--- src/rtl/axi_bridge_pkg.sv ---
// Shared AXI bridge definitions: fixed AXI attribute constants for
// single-beat writes and the write-queue entry record.
// The entry fields are sized for the widest supported bus; narrower
// instances zero-extend on write and use only the low bits on read.
package axi_bridge_pkg;

   localparam int AXI_ADDR_MAX = 64;
   localparam int AXI_DATA_MAX = 128;
   localparam int AXI_STRB_MAX = AXI_DATA_MAX / 8;

   localparam logic [1:0] AXI_BURST_INCR  = 2'b01;
   localparam logic [7:0] AXI_LEN_SINGLE  = 8'd0;
   localparam logic [1:0] AXI_LOCK_NORMAL = 2'b00;
   localparam logic [3:0] AXI_CACHE_NONE  = 4'b0000;
   localparam logic [2:0] AXI_PROT_NONE   = 3'b000;

   typedef struct packed {
      logic [AXI_ADDR_MAX-1:0] addr;
      logic [1:0]              size;
      logic [AXI_STRB_MAX-1:0] strb;
      logic [AXI_DATA_MAX-1:0] data;
   } wr_entry_t;

   // Request size code (bytes = 2**size) widened to the AXI awsize field
   function automatic logic [2:0] axi_size(input logic [1:0] size);
      return {1'b0, size};
   endfunction

endpackage

--- src/rtl/axi_wr_entry_ram.sv ---
// Write-queue entry storage: one write port (allocation) and two
// asynchronous read ports, one for the AW channel and one for W.
// Contents are deliberately not reset; validity is tracked by pointers.
module axi_wr_entry_ram
   import axi_bridge_pkg::*;
#(
   parameter int DEPTH = 4,
   localparam int IDX_W = $clog2(DEPTH)
) (
   input  logic             clk,
   input  logic             we,
   input  logic [IDX_W-1:0] waddr,
   input  wr_entry_t        wentry,
   input  logic [IDX_W-1:0] raddr_aw,
   output wr_entry_t        rentry_aw,
   input  logic [IDX_W-1:0] raddr_w,
   output wr_entry_t        rentry_w
);

   wr_entry_t mem [DEPTH];

   // Capture a newly accepted request into its slot
   always_ff @(posedge clk) begin
      if (we) begin
         mem[waddr] <= wentry;
      end
   end

   assign rentry_aw = mem[raddr_aw];
   assign rentry_w  = mem[raddr_w];

endmodule

--- src/rtl/axi_wr_queue.sv ---
// In-order AXI single-beat write queue. CPU requests are buffered in a
// DEPTH-entry ring; AW and W issue independently from their own pointers,
// and B responses retire the head entry once both have completed.
// Optional feature: define AXI_WR_RAW_CHECK_EN to build the read-after-write
// hazard comparator behind chk_addr/chk_hit (otherwise chk_hit is 0).
module axi_wr_queue
   import axi_bridge_pkg::*;
#(
   parameter int DEPTH  = 4,
   parameter int ADDR_W = 32,
   parameter int DATA_W = 32,
   parameter int AXI_ID = 1
) (
   input  logic                clk,
   input  logic                resetn,
   // CPU request
   input  logic                req_valid,
   input  logic [ADDR_W-1:0]   req_addr,
   input  logic [1:0]          req_size,
   input  logic [DATA_W/8-1:0] req_strb,
   input  logic [DATA_W-1:0]   req_data,
   output logic                req_ready,
   // AW channel
   output logic [3:0]          awid,
   output logic [ADDR_W-1:0]   awaddr,
   output logic [7:0]          awlen,
   output logic [2:0]          awsize,
   output logic [1:0]          awburst,
   output logic [1:0]          awlock,
   output logic [3:0]          awcache,
   output logic [2:0]          awprot,
   output logic                awvalid,
   input  logic                awready,
   // W channel
   output logic [3:0]          wid,
   output logic [DATA_W-1:0]   wdata,
   output logic [DATA_W/8-1:0] wstrb,
   output logic                wlast,
   output logic                wvalid,
   input  logic                wready,
   // B channel
   input  logic [3:0]          bid,
   input  logic [1:0]          bresp,
   input  logic                bvalid,
   output logic                bready,
   // Status
   output logic                wr_done,
   output logic                wr_err,
   output logic                idle,
   input  logic [ADDR_W-1:0]   chk_addr,
   output logic                chk_hit
);

   localparam int PTR_W = $clog2(DEPTH);

   // Pointers carry one wrap bit above the slot index
   logic [PTR_W:0] alloc_ptr, aw_ptr, w_ptr, free_ptr;
   logic [PTR_W:0] outstanding;

   logic      accept, aw_fire, w_fire, head_done, b_fire;
   wr_entry_t new_entry, aw_entry, w_entry;
   logic      unused_bits;

   assign req_ready = (outstanding < (PTR_W+1)'(DEPTH));
   assign idle      = (outstanding == '0);
   assign accept    = req_valid && req_ready;

   assign awvalid   = (aw_ptr != alloc_ptr);
   assign wvalid    = (w_ptr != alloc_ptr);
   assign aw_fire   = awvalid && awready;
   assign w_fire    = wvalid && wready;

   // AW and W both lie between free and alloc, so "past the head" means done
   assign head_done = (aw_ptr != free_ptr) && (w_ptr != free_ptr);
   assign b_fire    = bvalid && head_done;
   assign bready    = 1'b1;

   // Pack the incoming request into the wide storage record
   always_comb begin
      new_entry      = '0;
      new_entry.addr = AXI_ADDR_MAX'(req_addr);
      new_entry.size = req_size;
      new_entry.strb = AXI_STRB_MAX'(req_strb);
      new_entry.data = AXI_DATA_MAX'(req_data);
   end

   axi_wr_entry_ram #(
      .DEPTH (DEPTH)
   ) u_ram (
      .clk       (clk),
      .we        (accept),
      .waddr     (alloc_ptr[PTR_W-1:0]),
      .wentry    (new_entry),
      .raddr_aw  (aw_ptr[PTR_W-1:0]),
      .rentry_aw (aw_entry),
      .raddr_w   (w_ptr[PTR_W-1:0]),
      .rentry_w  (w_entry)
   );

   assign awid    = 4'(AXI_ID);
   assign awaddr  = aw_entry.addr[ADDR_W-1:0];
   assign awlen   = AXI_LEN_SINGLE;
   assign awsize  = axi_size(aw_entry.size);
   assign awburst = AXI_BURST_INCR;
   assign awlock  = AXI_LOCK_NORMAL;
   assign awcache = AXI_CACHE_NONE;
   assign awprot  = AXI_PROT_NONE;

   assign wid     = 4'(AXI_ID);
   assign wdata   = w_entry.data[DATA_W-1:0];
   assign wstrb   = w_entry.strb[DATA_W/8-1:0];
   assign wlast   = 1'b1;

   // Fields read but not forwarded on a given channel, plus the ignored bid
   assign unused_bits = ^{aw_entry, w_entry, bid, chk_addr};

   // Advance each ring pointer on its own handshake
   always_ff @(posedge clk or negedge resetn) begin
      if (!resetn) begin
         alloc_ptr <= '0;
         aw_ptr    <= '0;
         w_ptr     <= '0;
         free_ptr  <= '0;
      end else begin
         if (accept)  alloc_ptr <= alloc_ptr + 1'b1;
         if (aw_fire) aw_ptr    <= aw_ptr + 1'b1;
         if (w_fire)  w_ptr     <= w_ptr + 1'b1;
         if (b_fire)  free_ptr  <= free_ptr + 1'b1;
      end
   end

   // Track allocated-but-not-freed entries; accept+free together cancel
   always_ff @(posedge clk or negedge resetn) begin
      if (!resetn) begin
         outstanding <= '0;
      end else begin
         case ({accept, b_fire})
            2'b10:   outstanding <= outstanding + 1'b1;
            2'b01:   outstanding <= outstanding - 1'b1;
            default: outstanding <= outstanding;
         endcase
      end
   end

   // Report each retired write one cycle after its B handshake
   always_ff @(posedge clk or negedge resetn) begin
      if (!resetn) begin
         wr_done <= 1'b0;
         wr_err  <= 1'b0;
      end else begin
         wr_done <= b_fire;
         wr_err  <= b_fire && (bresp != 2'b00);
      end
   end

   // A B response must only arrive for a head entry whose AW and W are done
   assert property (@(posedge clk) disable iff (!resetn) bvalid |-> head_done);

`ifdef AXI_WR_RAW_CHECK_EN
   logic [ADDR_W-3:0] word_addr [DEPTH];

   // Shadow copy of word addresses so every slot can be compared at once
   always_ff @(posedge clk) begin
      if (accept) begin
         word_addr[alloc_ptr[PTR_W-1:0]] <= req_addr[ADDR_W-1:2];
      end
   end

   // A slot is live when its distance from the head is below outstanding
   always_comb begin
      logic [PTR_W-1:0] offset;
      chk_hit = 1'b0;
      for (int i = 0; i < DEPTH; i++) begin
         offset = PTR_W'(i) - free_ptr[PTR_W-1:0];
         if (({1'b0, offset} < outstanding) && (word_addr[i] == chk_addr[ADDR_W-1:2])) begin
            chk_hit = 1'b1;
         end
      end
   end
`else
   assign chk_hit = 1'b0;
`endif

endmodule

--- config.mk ---
export PLATFORM = sky130hd
export DESIGN_NAME = axi_wr_queue
export DESIGN_NICKNAME = d
export VERILOG_FILES = /design/src/rtl/axi_bridge_pkg.sv /design/src/rtl/axi_wr_entry_ram.sv /design/src/rtl/axi_wr_queue.sv
export SDC_FILE = /design/constraint.sdc
export NUM_CORES = 1
export LEC_CHECK = 0
export BUFFER_PORTS_ARGS = -buffer_cell sky130_fd_sc_hd__buf_2
export CORE_UTILIZATION = 50
export CTS_CLUSTER_DIAMETER = 80
export DETAILED_ROUTE_END_ITERATION = 10
export PLACE_DENSITY = 0.78
export SYNTH_ARGS = -nofsm -noshare
export SYNTH_HDL_FRONTEND = slang
export SYNTH_SLANG_ARGS = --single-unit
--- constraint.sdc ---
create_clock -name clk -period 9.26 [get_ports clk]
set_clock_uncertainty 0.05 [all_clocks]
set_input_delay 1.852 -clock clk [delete_from_list [all_inputs] [get_ports clk]]
set_output_delay 1.852 -clock clk [all_outputs]
set_load 0.02 [all_outputs]
# [Yosys cells after proc, flatten, opt, wreduce, memory -nomap -nowiden]
# Memory sizes are Yosys's and may differ from the RTL's.
# Index checks and enable logic that the tools add are counted.
[classes] n_addsub=6 magnitude_cmp=1 n_eq_ne=6 n_mux=3 reduce_logical=9
[ops] op="$add 3x1->3 const B" count=5
[ops] op="$ne 3x3->1" count=4
[ops] op="$logic_and 1x1->1" count=6
[ops] op="$pmux 3 s2" count=1
[ops] op="$reduce_bool 2->1" count=2
[ops] op="$logic_not 3->1" count=1
[ops] op="$lt 3x3->1 const B" count=1
[ops] op="$sub 3x1->3 const B" count=1
[ops] op="$eq 2x1->1 const B" count=1
[ops] op="$eq 2x2->1 const B" count=1
[ops] op="$mux 1" count=2
[totals] register_bits=17 ram_bits=280 output_inout_bits=107 wordCells=33 n_memories=1
[memory_table] memory="u_ram.mem" words=4 word_bits=70 rd=2 rd_ports_with_merged_regs=0 write_ports=1 line="axi_wr_entry_ram.sv:20" rtl="wr_entry_t mem [DEPTH];"

# [Logic depth before layout (Yosys ltp)]
[logic_depth] ltp_word=5 mapped_depth=10 ltp_nobuf=9

# [Modules after synthesis]
# Synthesis repeated with hierarchy kept, for this count alone.
[hier_totals] cells_unflattened=1466 hier_area_um2=36998.0
[modules_own_cells] mod="axi_wr_entry_ram" instances=1 cells_each=1358 area_each_um2=35855.6 seq_area_each_um2=25224.2
[modules_own_cells] mod="axi_wr_queue" instances=1 cells_each=108 area_each_um2=1142.3 seq_area_each_um2=425.4

# [Least setup slack after synthesis]
# Ideal clock, no wire load.
[synth_path] path_kind="in2reg" start="input port req_valid" end="memory u_ram.mem[3][0] in the netlist's numbering (enable)" arrival_ns=3.892 required_time_ns=8.773 slack_ns=4.880 path_stages=3 path_buffers=1 path_cell_list="nor2b_1 -> clkbuf_1 -> and2_1"
[synth_via] elab_chain_cells=3
[synth_lines] item="start, declared" line="axi_wr_queue.sv:17" rtl="input logic req_valid,"
[synth_lines] item="$logic_and 1x1->1" line="axi_wr_queue.sv:66" rtl="assign accept = req_valid && req_ready;"
[synth_lines] item="$mux 1" line="axi_wr_entry_ram.sv:24" rtl="if (we) begin"
[synth_lines] item="$mux 1 (implied by the code)" line="axi_wr_entry_ram.sv:25" rtl="mem[waddr] <= wentry;"
[synth_lines] item="end, declared" line="axi_wr_entry_ram.sv:20"
# No other way between the ends.

# [Worst setup path after layout]
[layout_path] start="register aw_ptr[0]" end="output port awaddr[5]"
[layout_via] elab_chain_cells=1
[layout_lines] item="start, declared" line="axi_wr_queue.sv:57" rtl="logic [PTR_W:0] alloc_ptr, aw_ptr, w_ptr, free_ptr;"
[layout_lines] item="start signal, assigned" line="axi_wr_queue.sv:126" rtl="if (aw_fire) aw_ptr <= aw_ptr + 1'b1;"
[layout_lines] item="$mem_v2 4x70"
[layout_lines] item="end, declared" line="axi_wr_queue.sv:25" rtl="output logic [ADDR_W-1:0] awaddr,"
# No other way between the ends.

==> results.ini <==
[drt]
route.vias.total=5088
dr.pass1.iters=8
drc=13
routed_wl_um=19050
ant_nets=0
routedWlPerCell_um=20.01
routed_via_density=5.345
drt_iter0_drc=238

[power_and_ir_drop]
switching_share_pct=31.13
p_per_area_nw_per_um2=329.1
leakage_nw=4.625
vdd_drop_max_v=0.0002300
p_int_mw=2.990
seq_power_share_pct=43.0
clkPwrFrac_pct=27.2
p_sw_mw=1.352
p_comb_share_pct=29.7
finalPower_mw=4.342

[timing]
setup_viol=0
tns_ps=0
worstMarginPinSlew_ps=1090
period_share_pct=47.89
slew_violations=0
slew_headroom_pct=27.36
period_minus_slack_ps=4435
finalHoldViolCount=0
fmax_mhz=225.5
rsz0062_at_grt=no

[grt]
gr-total-overflow=0
antenna_found_initial=0
groute.layer.met1.usage_pct=19.56
grt_max_degree=72
met2_usage_pct=31.18
grt_pass1_vias=5525
grt_busiest_layer=met2
track_usage_pct=16.64
use_met3_pct=3.356
grt_pass1_wl_um=29890

[logic_synthesis]
yosys_most_used_dff=edfxtp_1
netlist_area_sq_um=11290
ys.warnings.count=0
ys_ff_latch=297
synthCells=483
ys_seq_area_share_pct=78.22
synthArstFlopShare_pct=5.724
syn_area_per_cell_sq_um=23.38
synth_edf_count=280
synth_cell_type_count=30
yosysTopAreaCell=edfxtp_1
yosys-top-cells-area=edfxtp_1 (74%), mux4_2 (14%), dfrtp_1 (3.8%)
synth.most_common_cell=edfxtp_1
synth_top_area_share_pct=74.45
synth.top_cells.by_count=edfxtp_1 (280), mux4_2 (70), buf_4 (35)

[worst_setup_path]
cp-start-kind=register
slowest_delay_ps=690
crit_arrival_ps=2530
cp_max_fo=24
critPathLaunch=aw_ptr[0]$_DFFE_PN0P_
reg2reg_from=aw_ptr[1]$_DFFE_PN0P_
cp_cell_sequence=buf_4 -> mux4_2 -> buf_2
critPathSlowestCell=dfrtp_2
required_ps=7360
critPathCaptureType=output pin
criticalPathCategory=register to output pin

[placed_design]
dp_hpwl_um=11270
place_area_sq_um=12210
place_congestion=0.7143
io_buffer_count=153

[floorplanning]
initial_core_util_pct=51.43
io_pins=221
num_rows=54
die_area_sq_um=23190
core_sq_um=21960
die-height_um=152.3
die_w_um=152.3

[cells_and_area]
regArea_sq_um=8838
drive_gt1_share_pct=41.96
area_delta_synth_final_pct=16.83
multi_input_area_sq_um=2213
design_area_sq_um=13190
fillers=1516
nets=773
diodes=0

[run]
drv_cap=0

[clocking]
post_cts_resized=0
ctsHoldBuffers=0
cts_root_buf=clkbuf_16
clk_pin_slew_ps=60
cts_setup_buffers=0
cts.htree.levels=1
clk_path_buf_depth=3
cts_made_buffers=30
cts_tree=done
worstSkewPairLatency_ps=520
clock-sinks=297

[hold_path]
hp-start=outstanding[0]$_DFFE_PN0P_
holdCritPathClass=register to register

[status]
status=finished, violations left
violations=design-rule violations

-- stage by stage --
stage / hold slack (ps) / instances / util, % / setup WS [ps]
after floorplan: 418.6 / 512 / - / 4880
after global placement: 435.6 / 898 / 55.60 / 5324
after detailed placement: 449.6 / 898 / 55.60 / 5306
after CTS: 457.6 / 952 / 60.09 / 4723
after global routing: 491.9 / 952 / 60.09 / 4624
final: 455.6 / 952 / 60.09 / 4825
-- sequential cells by signal, summed over array words and instances (netlist names) --
name and count:
u_ram.mem 280, alloc_ptr 3, aw_ptr 3, free_ptr 3
outstanding 3, w_ptr 3, wr_done 1, wr_err 1
-- worst max-delay path, delay by kind of cell, from the launching register on --
family	cells	cell delay, ps
DFF	1	690
buffers and inverters	2	710
muxes	1	600
-- cell type report --
type	count	area share, %
Tap cell	280	2.655
Multi-Input combinational cell	159	16.78
Sequential cell	297	66.99
Clock buffer	34	5.965
Clock inverter	20	1.498
Inverter	7	0.1991
Timing Repair Buffer	155	5.917
-- cell families after synthesis --
kind of cell | synth area share (%)
and+or+nand+nor | 0.8308
AOI/OAI and AO/OA | 0.3435
buffers and inverters | 3.235
muxes | 14.47
adders and majority gates | 1.064
DFF | 78.22
other | 0.06650
xor gates and xnor gates | 1.773
-- routing by layer --
metal / up-vias / share of wire [%]
met5: - / 0
met2: 147 / 55
met1: 2669 / 38
met3: 19 / 5.3
li1: 2253 / -
met4: 0 / 1.1
-- cell usage in the layout, fill, tap and decap left out --
| master | Yosys | routed |
|---|---|---|
| o21a_1 | 1 | 1 |
| and4_1 | 1 | 1 |
| conb_1 | 2 | 31 |
| edfxtp_1 | 280 | 280 |
| nor2_1 | 1 | 1 |
| fa_1 | 1 | 1 |
| mux4_2 | 70 | 70 |
| xnor2_1 | 17 | 17 |
| clkinv_1 | 0 | 7 |
| clkbuf_16 | 0 | 31 |
| o2111ai_1 | 1 | 1 |
| clkinvlp_4 | 0 | 1 |
| and2_4 | 0 | 4 |
| o211a_4 | 1 | 1 |
| mux2_2 | 2 | 2 |
| mux2_4 | 1 | 1 |
| bufinv_16 | 0 | 4 |
| dfrtp_1 | 17 | 13 |
| buf_4 | 35 | 2 |
| xor2_1 | 4 | 4 |
| xnor2_2 | 1 | 1 |
| nor2b_1 | 1 | 1 |
| o21ai_0 | 1 | 1 |
| ha_1 | 8 | 8 |
| nand3_1 | 6 | 6 |
| mux2i_1 | 2 | 2 |
| nand2_1 | 4 | 4 |
| dfrtp_2 | 0 | 4 |
| buf_2 | 6 | 153 |
| inv_1 | 7 | 7 |
| clkbuf_1 | 4 | 3 |
| inv_6 | 0 | 1 |
| clkinv_2 | 0 | 7 |
| nor3_1 | 1 | 1 |
-- power groups by stage --
stage	clock, mW	sequential (mW)	combinational, mW
6_report	1.18	1.87	1.29
3_5_place_dp	0	1.90	1.32
4_1_cts	1.21	1.88	1.32
3_3_place_gp	0	1.88	1.28
5_1_grt	1.26	1.89	1.38
2_1_floorplan	0	1.79	1.04
-- path summary, 6_finish.rpt --
check | end | slack (ps) | cells after the start
min | outstanding[0]$_DFFE_PN0P_ | 460 | 1
min reg2reg | outstanding[0]$_DFFE_PN0P_ | 460 | 1
min in group asynchronous | outstanding[0]$_DFFE_PN0P_ | 1200 | 1
max in group asynchronous | w_ptr[0]$_DFFE_PN0P_ | 7650 | 1
max reg2reg | outstanding[2]$_DFFE_PN0P_ | 6450 | 9
max | awaddr[5] | 4830 | 3
Note: power is estimated with default switching activity, not from simulation.
